$ cat src/rtl/dmem_access_sequencer.sv
// Two-port round-robin arbiter and big-endian byte sequencer for the byte-wide data memory.
// Each granted request becomes one error response or 1/2/4 single-byte memory cycles followed by a response.
module dmem_access_sequencer #(
  parameter int ADDR_W    = 12,
  parameter int MEM_DEPTH = 4096
) (
  input  logic              clk,
  input  logic              reset,
  input  logic              a_req,
  input  logic              a_we,
  input  logic [1:0]        a_size,
  input  logic              a_sign,
  input  logic [31:0]       a_addr,
  input  logic [31:0]       a_wdata,
  output logic              a_gnt,
  input  logic              b_req,
  input  logic              b_we,
  input  logic [1:0]        b_size,
  input  logic              b_sign,
  input  logic [31:0]       b_addr,
  input  logic [31:0]       b_wdata,
  output logic              b_gnt,
  output logic [ADDR_W-1:0] mem_addr,
  output logic              mem_we,
  output logic [7:0]        mem_wdata,
  input  logic [7:0]        mem_rdata,
  output logic              resp_valid,
  output logic              resp_id,
  output logic [31:0]       resp_rdata,
  output logic              resp_err,
  output logic              busy
);

  typedef enum logic [1:0] {ST_IDLE = 2'd0, ST_XFER = 2'd1, ST_RESP = 2'd2} state_t;

  localparam logic [32:0] LAST_ADDR = 33'(MEM_DEPTH - 1);

  function automatic logic [2:0] size_bytes(input logic [1:0] size);
    case (size)
      2'b11:   return 3'd4;
      2'b10:   return 3'd2;
      2'b01:   return 3'd1;
      default: return 3'd0;
    endcase
  endfunction

  function automatic logic [7:0] pick_byte(input logic [31:0] data, input logic [1:0] idx);
    return data[{idx, 3'b000} +: 8];
  endfunction

  function automatic logic [31:0] extend(input logic [31:0] val, input logic [2:0] n, input logic sign);
    case (n)
      3'd1:    return {{24{sign & val[7]}}, val[7:0]};
      3'd2:    return {{16{sign & val[15]}}, val[15:0]};
      default: return val;
    endcase
  endfunction

  state_t        state_r, state_nxt_s;
  logic          last_grant_r;
  logic          we_r, sign_r, id_r;
  logic [2:0]    n_r;
  logic [1:0]    cnt_r;
  logic [31:0]   wdata_r, acc_r;
  logic [ADDR_W-1:0] mem_addr_r;
  logic          mem_we_r;
  logic [7:0]    mem_wdata_r;
  logic          resp_valid_r, resp_id_r, resp_err_r;
  logic [31:0]   resp_rdata_r;

  logic          pick_b_s, grant_s;
  logic          sel_we_s, sel_sign_s;
  logic [1:0]    sel_size_s;
  logic [31:0]   sel_addr_s, sel_wdata_s;
  logic [2:0]    sel_n_s, nxt_idx_s;
  logic [32:0]   end_addr_s;
  logic          sel_err_s, last_s;
  logic [31:0]   shift_s;

  // Last grant (1 = B) only breaks ties, so A wins the first tie after reset.
  assign pick_b_s = b_req & (~a_req | ~last_grant_r);
  assign grant_s  = (state_r == ST_IDLE) & (a_req | b_req) & ~reset;
  assign a_gnt    = grant_s & ~pick_b_s;
  assign b_gnt    = grant_s & pick_b_s;

  // Select the winning requester's fields.
  always_comb begin
    sel_we_s    = a_we;
    sel_sign_s  = a_sign;
    sel_size_s  = a_size;
    sel_addr_s  = a_addr;
    sel_wdata_s = a_wdata;
    if (pick_b_s) begin
      sel_we_s    = b_we;
      sel_sign_s  = b_sign;
      sel_size_s  = b_size;
      sel_addr_s  = b_addr;
      sel_wdata_s = b_wdata;
    end else begin
      sel_we_s    = a_we;
    end
  end

  assign sel_n_s    = size_bytes(sel_size_s);
  assign end_addr_s = {1'b0, sel_addr_s} + {30'd0, sel_n_s} - 33'd1;
  assign sel_err_s  = (sel_n_s == 3'd0)
                    | ((sel_size_s == 2'b11) & (sel_addr_s[1:0] != 2'b00))
                    | ((sel_size_s == 2'b10) & sel_addr_s[0])
                    | (end_addr_s > LAST_ADDR);
  assign last_s     = ({1'b0, cnt_r} == (n_r - 3'd1));
  assign nxt_idx_s  = n_r - 3'd2 - {1'b0, cnt_r};
  assign shift_s    = {acc_r[23:0], mem_rdata};

  // Next-state logic.
  always_comb begin
    state_nxt_s = state_r;
    case (state_r)
      ST_IDLE: begin
        if (grant_s) begin
          state_nxt_s = sel_err_s ? ST_RESP : ST_XFER;
        end else begin
          state_nxt_s = ST_IDLE;
        end
      end
      ST_XFER: begin
        if (last_s) begin
          state_nxt_s = ST_RESP;
        end else begin
          state_nxt_s = ST_XFER;
        end
      end
      ST_RESP: state_nxt_s = ST_IDLE;
      default: state_nxt_s = ST_IDLE;
    endcase
  end

  // State, capture, memory-cycle and response registers.
  always_ff @(posedge clk) begin
    if (reset) begin
      state_r      <= ST_IDLE;
      last_grant_r <= 1'b1;
      we_r         <= 1'b0;
      sign_r       <= 1'b0;
      id_r         <= 1'b0;
      n_r          <= 3'd0;
      cnt_r        <= 2'd0;
      wdata_r      <= 32'd0;
      acc_r        <= 32'd0;
      mem_addr_r   <= '0;
      mem_we_r     <= 1'b0;
      mem_wdata_r  <= 8'd0;
      resp_valid_r <= 1'b0;
      resp_id_r    <= 1'b0;
      resp_rdata_r <= 32'd0;
      resp_err_r   <= 1'b0;
    end else begin
      state_r      <= state_nxt_s;
      resp_valid_r <= 1'b0;
      case (state_r)
        ST_IDLE: begin
          if (grant_s) begin
            if (a_req & b_req) begin
              last_grant_r <= pick_b_s;
            end
            we_r    <= sel_we_s;
            sign_r  <= sel_sign_s;
            id_r    <= pick_b_s;
            n_r     <= sel_n_s;
            wdata_r <= sel_wdata_s;
            cnt_r   <= 2'd0;
            acc_r   <= 32'd0;
            if (sel_err_s) begin
              resp_valid_r <= 1'b1;
              resp_err_r   <= 1'b1;
              resp_id_r    <= pick_b_s;
              resp_rdata_r <= 32'd0;
            end else begin
              mem_addr_r  <= sel_addr_s[ADDR_W-1:0];
              mem_we_r    <= sel_we_s;
              mem_wdata_r <= pick_byte(sel_wdata_s, 2'(sel_n_s - 3'd1));
            end
          end
        end
        ST_XFER: begin
          cnt_r <= cnt_r + 2'd1;
          if (!we_r) begin
            acc_r <= shift_s;
          end
          if (last_s) begin
            mem_we_r     <= 1'b0;
            resp_valid_r <= 1'b1;
            resp_err_r   <= 1'b0;
            resp_id_r    <= id_r;
            resp_rdata_r <= we_r ? 32'd0 : extend(shift_s, n_r, sign_r);
          end else begin
            mem_addr_r  <= mem_addr_r + 1'b1;
            mem_wdata_r <= pick_byte(wdata_r, nxt_idx_s[1:0]);
          end
        end
        default: begin
          mem_we_r <= 1'b0;
        end
      endcase
    end
  end

  assign mem_addr   = mem_addr_r;
  assign mem_we     = mem_we_r;
  assign mem_wdata  = mem_wdata_r;
  assign resp_valid = resp_valid_r;
  assign resp_id    = resp_id_r;
  assign resp_rdata = resp_rdata_r;
  assign resp_err   = resp_err_r;
  assign busy       = (state_r != ST_IDLE);

endmodule

$ cat config.mk
export PLATFORM = sky130hd
export DESIGN_NAME = dmem_access_sequencer
export DESIGN_NICKNAME = d
export VERILOG_FILES = /design/src/rtl/dmem_access_sequencer.sv
export SDC_FILE = /design/constraint.sdc
export NUM_CORES = 1
export LEC_CHECK = 0
export CAP_MARGIN = 15
export CORE_AREA = 4 4 110 154
export DETAILED_ROUTE_END_ITERATION = 6
export DIE_AREA = 0 0 114 158
export PLACE_DENSITY = 0.85
export SLEW_MARGIN = 30
export SYNTH_ARGS = -nofsm -noshare
export SYNTH_HDL_FRONTEND = slang
export SYNTH_SLANG_ARGS = --single-unit
$ cat constraint.sdc
create_clock -name clk -period 17.9 [get_ports clk]
set_input_delay 3.58 -clock clk [delete_from_list [all_inputs] [get_ports clk]]
set_output_delay 3.58 -clock clk [all_outputs]
set_load 0.1 [all_outputs]
Yosys cells after proc, flatten, opt, wreduce, memory -nomap -nowiden
Index checks and enable logic that the tools add are counted.

storage, ports and cells
  word-level logic and storage cells = 115
  input port bits = 148
  bits in registers = 123
  output and inout port bits = 59

operators by class
  bitwise logic cells = 19
  add/subtract/negate cells = 8
  reductions and logical operators = 12
  mux-type cells = 44
  shifts and indexed selects = 2
  eq/ne operators = 13
  magnitude comparators = 1

operators with widths
  cell                                                                               count
  32-bit 2-to-1 mux                                                                  6
  32-bit case mux with 2 select lines                                                2
  32-bit by 6-bit variable part select with 8-bit output                             2
  24-bit 2-to-1 mux                                                                  2
  24-bit case mux with 2 select lines                                                1
  12-bit 2-to-1 mux                                                                  3
  32-bit by 3-bit adder with 33-bit output                                           1
  33-bit by 12-bit greater-than comparator with 1-bit output, second input constant  1
  33-bit by 1-bit subtractor with 33-bit output, second input constant               1
  8-bit 2-to-1 mux                                                                   3
  12-bit case mux with 2 select lines                                                1
  8-bit case mux with 2 select lines                                                 1
  1-bit 2-to-1 mux                                                                   13
  12-bit by 1-bit adder with 12-bit output, second input constant                    1
  2-bit != test, second input constant                                               6
  1-bit AND                                                                          10
  2-bit 2-to-1 mux                                                                   5
  3-bit case mux with 3 select lines                                                 1
  3-bit AND reduction                                                                3
  1-bit case mux with 2 select lines                                                 4
  2-bit case mux with 2 select lines                                                 2
  4-bit AND reduction                                                                2
  2-bit nonzero test                                                                 3
  1-bit bitwise OR                                                                   5
  other kinds (14)                                                                   20

Longest topological paths before layout
  word-level depth = 13
  gate-level depth with buffers = 25
  mapped depth without buffers = 19

Worst setup path after synthesis
Ideal clock, no wire load.

  path type = input-to-output
  start point = input port b_req
  end point = output port a_gnt
  path buffers = 5
  stages = 7
  data arrival time = 6,283 ps
  required time = 14,320 ps
  path slack = 8,037 ps
  cells stage by stage = a21boi_1 > buf_4 > buf_2 > buf_1 > clkbuf_1 > clkbuf_1 > nor2_1

between the ends
  cells in the longest elaborated chain, start to end = 4
  elaborated cells between the ends (all ways) = 6
  classes of those cells = 6 x bitwise

ends and longest elaborated chain
  what                     line  text
  start, declared          16    input logic b_req,
  1-bit bitwise OR         82    assign grant_s = (state_r == ST_IDLE) & (a_req | b_req) & ~reset;
  1-bit AND (2 in series)  82
  1-bit AND *              83    assign a_gnt = grant_s & ~pick_b_s;
  end, declared            15    output logic a_gnt,

Every way passes the cells marked *; elsewhere a longest branch is shown, timed or not.

Worst setup path after layout
  start point = input port b_req
  end point = output port b_gnt

between the ends
  cells in the longest elaborated chain, start to end = 4
  elaborated cells between the ends (all ways) = 5
  classes of those cells = 5 x bitwise

ends and longest elaborated chain
  what                     line  text
  1-bit bitwise OR         82
  1-bit AND (2 in series)  82
  1-bit AND *              84    assign b_gnt = grant_s & pick_b_s;
  end, declared            22    output logic b_gnt,

Marked as above.

==> results.md <==
- Share of cells above drive strength 1: 7.35%
- I/O pins: 207
- Required @ worst endpoint: 14.32 ns
- Crit Path Category: input pin to primary output
- Final period util: 58.0%
- Outcome: complete, no violations
- Min-Delay Path Class: flop to flop
- TritonCTS buffer count: 17
- ANT cells: 0
- Slew Limit Fails: 0
- GRT Residual Overflow: 0
- Top delay family on crit path: buffers and inverters
- Vias: 8422
- Clock-pin transition on the worst setup and hold timing paths: 0.06 ns
- Top post-synthesis cells by area: dfxtp_1, mux2i_1, ha_1
- HPWL after DPL: 18600 um
- Met2 Track Usage GR: 50.1%
- Clock Skew: 0.0114 ns
- WHS Path Cells: 2
- First-pass GRT wire length: 40000 um
- Rel. slew slack: 30.8%
- Yosys reg bits: 122
- Cell with the most instances after synthesis: dfxtp_1
- DRC: 0
- Seq/Total Area, Yosys: 29.5%
- Die height: 158 um
- Met1 GRT Util: 29.7%
- Synth unique cells: 70
- Final WL: 25300 um
- Finished Layout Cells: 1393
- R2R depth: 21
- Final Hold Fails: 0
- Vias in the first global route: 8479
- Detailed-route wire length per cell: 18.2 um
- CP max stage cell: clkdlybuf4s50_1
- Met3 Track Usage GR: 4.67%
- Hold_sp: acc_r[17]$_SDFFE_PP0P_
- P per Cell Area: 81.4 nW/um2
- YS warnings: 0
- Most used DFF post-synth: dfxtp_1
- Max_cap viols: 0
- Layout net count: 1378
- Fin Setup TNS: 0 ns
- Reg area: 2440 um2
- Leak: 4.25 nW
- Area of the multi-input gates: 5360 um2
- Drt first pass iters: 5
- Cell count after synthesis: 1016
- FFs w/ async S/R, synth: 0%
- Post-synth top cells: dfxtp_1, nand2_1, a21oi_1
- Worst Hold Endpoint: acc_r[17]$_SDFFE_PP0P_
- Worst slew pin tran: 1.03 ns
- # hold bufs at CTS: 0
- Post-synth EDFFs: 0
- R2R Path End: resp_rdata[10]$_SDFFE_PP0P_
- Shortest period the worst path allows: 10.38 ns
- Max VDD drop: 0.0774 mV
- Clk_lat worst skew: 0.42 ns
- Worst Path Buf+Inv: 5
- Clock root buffer master: clkbuf_16
- # setup viols final: 0
- Core area: 15500 um2
- Initial Util: 53.2%
- CP Launch Type: input pin
- Worst path cell trace: clkdlybuf4s50_1, a21boi_4, buf_4, buf_4, nand2_1, inv_1, clkdlybuf4s50_1
- Post-CTS sizing: 0
- Post-CTS Setup Inserts: 0
- FILL cells: 1206
- Largest area contributor in the netlist: dfxtp_1
- Slowest stage delay, CP: 1.13 ns
- DIE AREA: 18000 um2
- CTS tree: yes
- Cell area after layout: 11000 um2
- Total track usage: 27.5%
- CTS max path bufs: 2
- Synth top area share: 29.5%
- Pin count of the biggest net entering global routing: 77
- Die width: 114 um
- H-tree lvl count: 4
- Vias per inst: 6.05
- Worst slack at placement: 7.48 ns
- Site Rows: 54
- Initial antenna violation count: 0
- Crit. End Element: primary output
- Synth Cell Area: 8270 um2
- R2r startpoint: last_grant_r$_SDFFE_PP1P_
- Worst-path fanout max: 44
- Final WS setup: 7.52 ns
- Port Buffer Count: 206
- Clk sinks: 122
- Initial drt markers: 683
- CP arrival: 6.80 ns
- Gpl congestion: 0.956
- Synthesized Nets: 1210
- Placed Cells: 1361
- Minimum setup slack among reg-to-reg paths: 11.16 ns
- GRT busiest layer: met2
- F_max: 0.0963 GHz
- Area after DPL: 10400 um2
- Synth-to-Final Area Change: 33.5%
- RSZ-0062 raised after global routing: false
- ANT nets after route: 0
- Syn avg cell area: 8.14 um2
[worst reg2reg max path: stages (launching register included)]
cell and delay [ns]:
dfxtp_1 0.34, a21boi_4 0.12, buf_4 0.45, buf_4 0.65, mux2_2 0.51, inv_1 0.09
ha_1 0.49, inv_1 0.17, ha_1 0.23, inv_1 0.05, ha_1 0.18, a211oi_1 0.13
o21ai_0 0.36, nand2_1 0.17, a211oi_1 0.36, a31oi_1 0.13, nor4_1 0.37, nor4b_1 0.43
nand4b_1 0.31, a21oi_4 0.21, buf_4 0.47, mux2_2 0.41
[registers in the layout, summed over array words and instances, names as in the netlist]
signal	count
last_grant_r	1
mem_wdata	8
sign_r	1
mem_addr	12
n_r	3
cnt_r	2
wdata_r	32
acc_r	24
mem_we	1
resp_id	1
state_r	2
id_r	1
resp_err	1
resp_rdata	32
we_r	1
[routing by layer]
metal | part of all wire [%] | wire, um
met5 | 0 | 0
met4 | 4.4 | 1120
met2 | 53 | 13400
met3 | 5.6 | 1430
met1 | 37 | 9330
[area by class of cell]
cell class                 count  share of cell area [%]
clock buffer                  19                    4.10
multi-input combinational    769                    48.5
inverter                      56                    1.90
timing repair buffer         218                    19.4
clock inverter                13                    1.72
tap                          196                    2.22
sequential                   122                    22.1
[per-stage QoR]
step | total power [mW] | hold slack (ns) | util [%]
global route | 0.936 | 0.469 | 71.0
CTS | 0.896 | 0.450 | 70.9
finish | 0.898 | 0.449 | 71.0
global placement | 0.523 | 0.435 | 66.9
detailed placement | 0.526 | 0.440 | 66.8
floorplan | 0.450 | 0.429 | -
[cells in the final DEF (no fill, tap or decap), drive strengths merged, types with 14 or more instances in the layout]
| cell | count |
|---|---|
| clkdlybuf4s50 | 203 |
| dfxtp | 122 |
| nand2 | 111 |
| a21oi | 94 |
| mux2i | 92 |
| nor2 | 77 |
| o21ai | 59 |
| inv | 59 |
| nand3 | 53 |
| ha | 45 |
| a211oi | 44 |
| clkbuf | 19 |
| nand4 | 18 |
| mux4 | 16 |
| buf | 15 |
| a21o | 14 |
[report_power, final]
group          internal (mW)  total (mW)  switching (mW)
registers              0.280       0.285         0.00513
clock network          0.242       0.373           0.132
logic                  0.107       0.240           0.133
total                  0.628       0.898           0.270
[kinds of logic (layout without fill, tap and decap cells)]
logic type	count (synthesis)	after routing	share of synthesized area, %
compound gates	269	269	20.5
fa+ha+maj	46	46	7.05
mux	121	121	17.3
buf+inv	125	306	6.11
simple gates	317	317	17.8
flops	122	122	29.5
xor+xnor	16	16	1.69
[worst max path at each step]
stage | slack (ns) | cells past startpoint | startpoint | to
6_report | 7.52 | 7 | b_req | b_gnt
5_1_grt | 7.25 | 22 | b_req | resp_rdata[9]$_SDFFE_PP0P_
4_1_cts | 7.52 | 7 | b_req | b_gnt
3_5_place_dp | 7.48 | 22 | b_req | resp_rdata[10]$_SDFFE_PP0P_
3_3_place_gp | 7.58 | 7 | b_req | b_gnt
2_1_floorplan | 8.04 | 7 | b_req | a_gnt
Note: power is estimated with default switching activity, not from simulation.
